`src/rtl/life_pkg.sv`:
```
// life_pkg
// Shared types and constants for the life_sequencer control block.
//   life_state_t : sequencer FSM states (IDLE, INIT, SWEEP)
//   PH_*         : meaning of each of the four cycles in a memory slot
//   LIFE_ROWS    : number of rows in the engine memory
package life_pkg;

    typedef enum logic [1:0] {
        IDLE,
        INIT,
        SWEEP
    } life_state_t;

    localparam logic [1:0] PH_READ  = 2'd0;
    localparam logic [1:0] PH_WRITE = 2'd1;
    localparam logic [1:0] PH_DISP  = 2'd2;
    localparam logic [1:0] PH_LD    = 2'd3;

    localparam int LIFE_ROWS = 256;

endpackage

```
`src/rtl/life_sequencer.sv`:
```
// life_sequencer
// Control sequencer for life_engine in the clk4 domain. Runs init sweeps,
// in-place generation sweeps and stolen-cycle display reads.
// Ports:
//   clk, reset              : engine clock, synchronous active-high reset
//   start_init, run, step   : operation requests (pulse, level, pulse)
//   disp_req, disp_row      : display read request and its row
//   disp_ack                : pulse, engine dout holds the requested row
//   raddr, waddr, re, we    : engine memory read/write control
//   ld, init                : engine dout load, write-data select
//   busy, gen_done          : status (INIT/SWEEP active, end of generation)
//   gen_count               : completed generations
module life_sequencer
    import life_pkg::*;
#(
    parameter int ROWS  = LIFE_ROWS,
    parameter int ABITS = 8,
    parameter int GBITS = 48
) (
    input  logic             clk,
    input  logic             reset,
    input  logic             start_init,
    input  logic             run,
    input  logic             step,
    input  logic             disp_req,
    input  logic [ABITS-1:0] disp_row,
    output logic             disp_ack,
    output logic [ABITS-1:0] raddr,
    output logic [ABITS-1:0] waddr,
    output logic             re,
    output logic             we,
    output logic             ld,
    output logic             init,
    output logic             busy,
    output logic             gen_done,
    output logic [GBITS-1:0] gen_count
);

    // Slot counter needs one extra bit to reach the drain slot (k = ROWS).
    localparam int CBITS = ABITS + 1;
    localparam logic [CBITS-1:0] LAST_ROW = CBITS'(ROWS - 1);
    localparam logic [CBITS-1:0] DRAIN    = CBITS'(ROWS);
    localparam logic [CBITS-1:0] FIRST_WR = CBITS'(3);

    life_state_t      state, state_n;
    logic [1:0]       phase, phase_n;
    logic [CBITS-1:0] cnt, cnt_n;
    logic             init_pend, init_pend_n;
    logic             step_pend, step_pend_n;
    logic             disp_pend, disp_pend_n;
    logic             disp_act, disp_act_n;
    logic [ABITS-1:0] disp_row_q, disp_row_n;

    logic [ABITS-1:0] raddr_n, waddr_n;
    logic             re_n, we_n, ld_n, init_n, busy_n, gen_done_n, disp_ack_n;
    logic [GBITS-1:0] gen_count_n;

    // Every output is registered and describes the cycle being entered, so
    // the next-state logic also computes the outputs from the next state,
    // next slot count and next phase.
    always_comb begin
        phase_n     = phase + 2'd1;
        state_n     = state;
        cnt_n       = cnt;
        init_pend_n = init_pend | start_init;
        step_pend_n = step_pend | step;
        gen_done_n  = 1'b0;
        gen_count_n = gen_count;

        case (state)
            IDLE: begin
                if (start_init || init_pend) begin
                    state_n     = INIT;
                    cnt_n       = '0;
                    init_pend_n = 1'b0;
                end else if (phase == PH_LD && (run || step || step_pend)) begin
                    state_n     = SWEEP;
                    cnt_n       = '0;
                    step_pend_n = 1'b0;
                end
            end
            INIT: begin
                if (cnt == LAST_ROW) begin
                    state_n = IDLE;
                    cnt_n   = '0;
                end else begin
                    cnt_n = cnt + CBITS'(1);
                end
            end
            SWEEP: begin
                if (phase == PH_LD) begin
                    if (cnt == DRAIN) begin
                        // End of generation: the exit happens at phase 3, so
                        // a continuing sweep starts its first read next cycle.
                        gen_done_n  = 1'b1;
                        gen_count_n = gen_count + GBITS'(1);
                        step_pend_n = 1'b0;
                        cnt_n       = '0;
                        if (!(start_init || init_pend) && (run || step || step_pend)) begin
                            state_n = SWEEP;
                        end else begin
                            state_n = IDLE;
                        end
                    end else begin
                        cnt_n = cnt + CBITS'(1);
                    end
                end
            end
            default: begin
                state_n = IDLE;
                cnt_n   = '0;
            end
        endcase

        raddr_n     = '0;
        waddr_n     = '0;
        re_n        = 1'b0;
        we_n        = 1'b0;
        init_n      = 1'b0;
        ld_n        = 1'b0;
        disp_ack_n  = 1'b0;
        disp_pend_n = disp_pend | disp_req;
        disp_row_n  = disp_req ? disp_row : disp_row_q;
        disp_act_n  = disp_act;

        if (state_n == INIT) begin
            we_n    = 1'b1;
            init_n  = 1'b1;
            waddr_n = cnt_n[ABITS-1:0];
        end

        // Row k-2 is written one phase after read k, by which time the engine
        // holds reads k-3..k-1 and its write data is valid. Borders stay frozen.
        if (state_n == SWEEP) begin
            if (phase_n == PH_READ && cnt_n <= LAST_ROW) begin
                re_n    = 1'b1;
                raddr_n = cnt_n[ABITS-1:0];
            end
            if (phase_n == PH_WRITE && cnt_n >= FIRST_WR) begin
                we_n    = 1'b1;
                waddr_n = ABITS'(cnt_n - CBITS'(2));
            end
        end

        // Display read steals phases 2/3 with re=0 so the engine row pipeline
        // is untouched. The request is taken on entry to phase 2; anything
        // arriving after that stays pending for the following slot.
        case (phase_n)
            PH_DISP: begin
                if (disp_pend || disp_req) begin
                    raddr_n     = disp_row_n;
                    disp_act_n  = 1'b1;
                    disp_pend_n = 1'b0;
                end
            end
            PH_LD: begin
                ld_n = disp_act;
            end
            PH_READ: begin
                disp_ack_n = disp_act;
                disp_act_n = 1'b0;
            end
            default: begin
            end
        endcase

        busy_n = (state_n != IDLE);
    end

    // State and output registers; reset aborts any operation immediately.
    always_ff @(posedge clk) begin
        if (reset) begin
            state      <= IDLE;
            phase      <= 2'd0;
            cnt        <= '0;
            init_pend  <= 1'b0;
            step_pend  <= 1'b0;
            disp_pend  <= 1'b0;
            disp_act   <= 1'b0;
            disp_row_q <= '0;
            raddr      <= '0;
            waddr      <= '0;
            re         <= 1'b0;
            we         <= 1'b0;
            ld         <= 1'b0;
            init       <= 1'b0;
            busy       <= 1'b0;
            gen_done   <= 1'b0;
            gen_count  <= '0;
            disp_ack   <= 1'b0;
        end else begin
            state      <= state_n;
            phase      <= phase_n;
            cnt        <= cnt_n;
            init_pend  <= init_pend_n;
            step_pend  <= step_pend_n;
            disp_pend  <= disp_pend_n;
            disp_act   <= disp_act_n;
            disp_row_q <= disp_row_n;
            raddr      <= raddr_n;
            waddr      <= waddr_n;
            re         <= re_n;
            we         <= we_n;
            ld         <= ld_n;
            init       <= init_n;
            busy       <= busy_n;
            gen_done   <= gen_done_n;
            gen_count  <= gen_count_n;
            disp_ack   <= disp_ack_n;
        end
    end

endmodule

```
`config.mk`:
```
export PLATFORM = sky130hd
export DESIGN_NAME = life_sequencer
export DESIGN_NICKNAME = d
export VERILOG_FILES = /design/src/rtl/life_pkg.sv /design/src/rtl/life_sequencer.sv
export SDC_FILE = /design/constraint.sdc
export NUM_CORES = 1
export LEC_CHECK = 0
export BUFFER_PORTS_ARGS = -buffer_cell sky130_fd_sc_hd__buf_4
export CAP_MARGIN = 25
export CORE_MARGIN = 3
export CORE_UTILIZATION = 40
export CTS_CLUSTER_DIAMETER = 100
export DETAILED_ROUTE_END_ITERATION = 6
export GPL_TIMING_DRIVEN = 0
export HOLD_SLACK_MARGIN = 0.06
export MAX_ROUTING_LAYER = met4
export PLACE_DENSITY = 0.65
export SYNTH_ARGS = -nofsm -noshare
export SYNTH_HDL_FRONTEND = slang
export SYNTH_SLANG_ARGS = --single-unit
```
`constraint.sdc`:
```
create_clock -name clk -period 3.56 [get_ports clk]
set_input_delay 0.178 -clock clk [delete_from_list [all_inputs] [get_ports clk]]
set_output_delay 0.178 -clock clk [all_outputs]
set_load 0.1 [all_outputs]
```
==> Yosys cells after proc, flatten, opt, wreduce, memory -nomap -nowiden <==
Cells that the tools add are included.
{ "word_totals": {"ramBits": 0, "latchBits": 0, "memories": 0, "word_cells": 99, "inputBits": 14, "regBits": 96, "romBits": 0} }
{ "op_classes": {"eq_ne": 11, "multipliers": 0, "magnitude_cmp": 2, "n_div": 0, "n_mux": 37, "add_sub_neg": 4, "n_shift": 0, "bitwise_logic": 8, "reduce_logical": 19} }
{ "op_table": {"columns": ["cell", "count"], "rows": [
  ["2-to-1 mux 8 bit", 8],
  ["adder 48 x 1 -> 48 bit, second input constant", 1],
  ["2-to-1 mux 9 bit", 5],
  ["one-hot mux 9 bit (3 select lines)", 1],
  ["2-to-1 mux 1 bit", 14],
  ["2-to-1 mux 2 bit", 6],
  ["== test 2 bit, second input constant", 5],
  ["adder 9 x 1 -> 9 bit, second input constant", 1],
  ["== test 9 x 8 -> 1 bit, second input constant", 1],
  ["== test 9 bit, second input constant", 1],
  ["greater-or-equal comparator 9 x 2 -> 1 bit, second input constant", 1],
  ["less-or-equal comparator 9 x 8 -> 1 bit, second input constant", 1],
  ["subtractor 8 x 2 -> 8 bit, second input constant", 1],
  ["== test 2 x 1 -> 1 bit, second input constant", 3],
  ["one-hot mux 2 bit (3 select lines)", 1],
  ["OR reduction 2 bit", 3],
  ["inverter 1 bit", 5],
  ["logical AND 1 bit", 4],
  ["zero test 2 bit", 2],
  ["logical OR 1 bit", 4],
  ["one-hot mux 1 bit (2 select lines)", 2],
  ["nonzero test 2 bit", 2],
  ["bitwise OR 1 bit", 3],
  ["AND reduction 3 bit", 1],
  ["5 further kinds", 5]
]} }

==> Depth between registers and ports, before layout <==
{ "logic_depth": {"word_depth": 12, "ltp_mapped": 16, "mapped_depth_nobuf": 15} }

==> Worst setup path before layout <==
Ideal clock, no wire load.
{ "synth_timing": {"path_type": "flip-flop to flip-flop", "from": "register gen_count[0]", "to": "register gen_count[44]", "period_less_slack_ps": 3064, "setup_slack_ps": 496, "arrival_ps": 2993, "stages_incl_launch_ff": 9, "setup_ps": 71, "n_path_buf": 1, "cell_sequence": "dfxtp_1 > ha_1 > nand3_1 > nor4b_1 > or4b_4 > or2_1 > buf_2 > or3_1 > a21oi_1"} }
{ "synth_between": {"elab_chain_len": 1} }
{ "synth_lines": {"columns": ["element", "line", "source"], "rows": [
  ["start, declared", "life_sequencer.sv:36", "output logic [GBITS-1:0] gen_count"],
  ["start signal, assigned", "life_sequencer.sv:208", "gen_count <= gen_count_n;"],
  ["adder 48 x 1 -> 48 bit", "life_sequencer.sv:96", "gen_count_n = gen_count + GBITS'(1);"]
]} }
Every way passes these cells.
A chain may end at the register's enable or synchronous reset.

==> Worst setup path in the final report <==
{ "layout_timing": {"from": "register cnt[0]", "to": "register raddr[4]"} }
{ "layout_between": {"elab_chain_len": 10, "elab_cells_between_ends": 20} }
{ "layout_lines": {"columns": ["element", "line", "source"], "rows": [
  ["start, declared", "life_sequencer.sv:47", "logic [CBITS-1:0] cnt, cnt_n;"],
  ["start signal, assigned", "life_sequencer.sv:194", "cnt <= cnt_n;"],
  ["adder 9 x 1 -> 9 bit / == test 9 bit (equally long branches)", "life_sequencer.sv:87, life_sequencer.sv:105, life_sequencer.sv:92", null],
  ["2-to-1 mux 9 bit", "life_sequencer.sv:92", "if (cnt == DRAIN) begin"],
  ["2-to-1 mux 9 bit", "life_sequencer.sv:91", "if (phase == PH_LD) begin"],
  ["one-hot mux 9 bit (3 select lines)", "life_sequencer.sv:70", "case (state)"],
  ["less-or-equal comparator 9 x 8 -> 1 bit", "life_sequencer.sv:135", "if (phase_n == PH_READ && cnt_n <= LAST_ROW) begin"],
  ["logical AND 1 bit", "life_sequencer.sv:135", null],
  ["2-to-1 mux 8 bit", "life_sequencer.sv:135", null],
  ["2-to-1 mux 8 bit (*)", "life_sequencer.sv:134", "if (state_n == SWEEP) begin"],
  ["2-to-1 mux 8 bit", "life_sequencer.sv:150", "if (disp_pend || disp_req) begin"],
  ["2-to-1 mux 8 bit (*)", "life_sequencer.sv:148", "case (phase_n)"],
  ["end signal, assigned", "life_sequencer.sv:200", "raddr <= raddr_n;"],
  ["end, declared", "life_sequencer.sv:28", "output logic [ABITS-1:0] raddr,"]
]} }
Mark *: on every way between the ends. The rest lies on a longest branch, timed or not.

==> metrics.csv <==
stage;metric;value;unit
synth;ys_seq_elements;96;
layout;drive_gt1_frac;0.201;
synth;synth-async-reset-ratio;0;
power;power;2.23;mW
layout;antenna_cells;0;
place;pre_cts_ws;-0.0164;ns
critical_path;critical_path.startpoint_type;flip-flop;
hold_path;min_path_cells;3;
synth;synth_compound_area_frac;0.139;
synth;synth_area_per_cell;8.67;um2
cts;clkSinkCount;96;
critical_path;r2r_start;cnt[0]$_SDFF_PP0_;
timing;finalHoldViolCount;0;
cts;cts_tree;done;
detailed_routing;num_vias;4022;
critical_path;path_class;reg -> reg;
timing;fin_ws;0.271;ns
global_route;grt_pass1_vias;3852;
critical_path;cp_max_fo;8;
hold_path;hold_class;in -> reg;
timing;max_slew_margin;0.467;
timing;setup_violations;0;
power;p_leak;2.25;nW
timing;finalWorstPathRequiredPeriod;3.29;ns
critical_path;arrival;3.51;ns
place;port-buffer-count;83;
synth;netlist.area_leader.share;0.425;
layout;syn2layout_area_growth;24.8;%
timing;fin_crit_sh;0.924;
layout;layout.nets;645;
timing;fmax;0.304;GHz
synth;netlist_top_cells_area;dfxtp_1 (42%), nor2_1 (6.3%), xnor2_1 (4.3%), ha_1 (3.6%), nand2_1 (3.4%);
synth;synth_edf_count;0;
timing;drv_slew;0;
synth;synth_area_leader_cell;dfxtp_1;
die;core-area;0.0109;mm2
detailed_routing;wl_per_cell;15.0;um
synth;synth_xor_area_frac;0.0716;
layout;final-instance-count-excl-fill;763;
detailed_routing;drc_errors;0;
die;die-area;0.0126;mm2
synth;yosys_warnings;0;
cts;cts_buffer_depth;2;
global_route;grt_max_degree;17;
place;dp_hpwl;8480;um
critical_path;cp_cell_sequence;ha_2 > and3_1 > nand3_1 > inv_1 > ha_1 > or3b_1 > a211oi_2 > o21ai_1 > or4b_1 > o211ai_4 > o31ai_1;
critical_path;slowest_delay;0.60;ns
die;fp.dieW;112;um
detailed_routing;drt_iter0_drc;268;
synth;synth_top_family_by_area;simple AND/OR/NAND/NOR gates;
detailed_routing;avgViaCountPerCell;5.27;
synth;synth_simple_gate_area_frac;0.268;
layout;final_common_cell;dfxtp_1;
synth;synthCells;522;
detailed_routing;routed_wl;11500;um
place;dp.cells;745;
critical_path;worst_setup_path_end_kind;flip-flop;
critical_path;crit_slowest_cell;or4b_1;
global_route;grt_first_pass_wirelength;19000;um
synth;synthMuxAreaShare;0.0199;
hold_path;min-delay-start;disp_row[0];
detailed_routing;ant_nets;0;
die;dieHeight;112;um
hold_path;hold_end;disp_row_q[0]$_SDFF_PP0_;
layout;final_util;0.516;
cts;root_buffer;clkbuf_16;
detailed_routing;firstDrtPassIters;4;
cts;clk_pin_slew_worst_paths;0.07;ns
critical_path;reg2regPathDepth;11;
layout;fin_area;0.00565;mm2
die;pin_count;85;
synth;syn-cell-area;0.00452;mm2
timing;rsz0062_at_grt;no;
layout;layout_common_cells;dfxtp_1 (94), buf_4 (85), nor2_1 (76), nand2_1 (41), inv_1 (27);
status;outcome;finished, final reports clean;
timing;finClkSkew;0.00853;ns
synth;synth.net_count;549;
flow_run;max_cap_violations;0;
critical_path;reg2reg_to;raddr[4]$_SDFF_PP0_;
synth;synthAdderAreaFrac;0.0360;
timing;tightest_slew;0.793;ns
critical_path;rrSetupSlack;0.27;ns
power;irDropWorstVdd;0.000246;V
die;initial_core_util;0.414;
critical_path;crit_required;3.78;ns
cts;htree_levels;3;
place;routabilityCongestion;0.896;
synth;ys_seq_area_frac;0.425;
global_route;grt_overflow;0;
global_route;track_usage;0.189;
die;rows;38;
power;power.density;395;mW/mm2
synth;ys.flop_type;dfxtp_1;
place;placed_area;0.00532;mm2
cts;cts_buffers;9;
cts;clock_latency;0.34;ns
synth;post_synth_num_cell_types;64;
global_route;antenna_found_initial;0;
synth_stat cells, types with 4 or more instances:
cell type  number
a211oi_1        4
a21oi_1        20
and3_1         10
clkbuf_1       12
dfxtp_1        96
ha_1           13
inv_1          27
mux2i_1         9
nand2_1        41
nand3_1        25
nand4_1         8
nor2_1         76
nor2b_1         5
nor3_1         13
nor4_1          4
o211ai_1        6
o21ai_0        25
o31ai_1        12
or3_1          12
xnor2_1        22
xor2_1         15
how the worst max path moves through the flow:
| stage | start | end | slack, ns | cells after the start |
|---|---|---|---|---|
| after floorplan | gen_count[0]$_SDFFE_PP0P_ | gen_count[44]$_SDFFE_PP0P_ | 0.50 | 8 |
| after global placement | cnt[0]$_SDFF_PP0_ | raddr[0]$_SDFF_PP0_ | -0.07 | 12 |
| after detailed placement | cnt[0]$_SDFF_PP0_ | raddr[4]$_SDFF_PP0_ | -0.02 | 12 |
| after CTS | cnt[0]$_SDFF_PP0_ | raddr[0]$_SDFF_PP0_ | 0.07 | 11 |
| after global routing | cnt[3]$_SDFF_PP0_ | waddr[7]$_SDFF_PP0_ | 0.009 | 14 |
| final | cnt[0]$_SDFF_PP0_ | raddr[4]$_SDFF_PP0_ | 0.27 | 11 |
flip-flops by register name, summed over array words and instances (netlist names):
signal      count
init            1
waddr           8
busy            1
re              1
cnt             9
disp_row_q      8
disp_ack        1
phase           2
gen_done        1
gen_count      48
we              1
disp_act        1
init_pend       1
disp_pend       1
state           2
ld              1
raddr           8
step_pend       1
power by group:
| group | leakage [nW] | total [mW] | internal [mW] | switching, mW |
|---|---|---|---|---|
| Sequential | 0.779 | 1.11 | 1.09 | 0.0135 |
| Clock | 0.135 | 0.915 | 0.494 | 0.421 |
| Combinational | 1.34 | 0.209 | 0.0637 | 0.145 |
kinds of logic after synthesis:
group	after synthesis
compound gates	95
mux	9
buf+inv	45
fa+ha+maj	13
simple gates	227
xor+xnor	37
flops	96
metal layers:
metal | routed length (um) | global-route usage | up-vias
met3 | 769 | 0.0518 | 15
met2 | 4940 | 0.278 | 138
met5 | 0 | - | -
met1 | 5550 | 0.256 | 1854
met4 | 184 | 0.0537 | 0
li1 | - | - | 2015
per-stage QoR:
| step | hold WS, ns | setup TNS, ns |
|---|---|---|
| final | 0.119 | 0 |
| after global routing | 0.118 | 0 |
| after CTS | 0.112 | 0 |
| after detailed placement | 0.423 | -0.0286 |
| after global placement | 0.414 | -0.353 |
| after floorplan | 0.272 | 0 |
layout make-up:
cell class	instances	area, um2
fill	1058	5290
multi-input combinational	381	2440
sequential	96	1920
timing repair buffer	85	641
clock buffer	10	239
tap	140	175
inverter	27	101
buffer	18	82.6
clock inverter	6	42.5
critical path, delay by kind of cell, from the launching register on:
kind	cells	cell delay (ns)
adder cells (fa/ha/maj)	2	0.48
flip-flops	1	0.37
buffers and inverters	1	0.06
AO/OA/AOI/OAI	4	0.85
AND/OR/NAND/NOR	4	1.42
repair_timing:
action,4_1_cts,5_1_grt
endpoints found under the hold margin,1,0
setup endpoints to repair,7,16
resized for setup,3,5
hold buffers,1,0
buffers inserted,0,1
pin swaps,0,1
No activity file was read; power rests on OpenSTA's default activity.
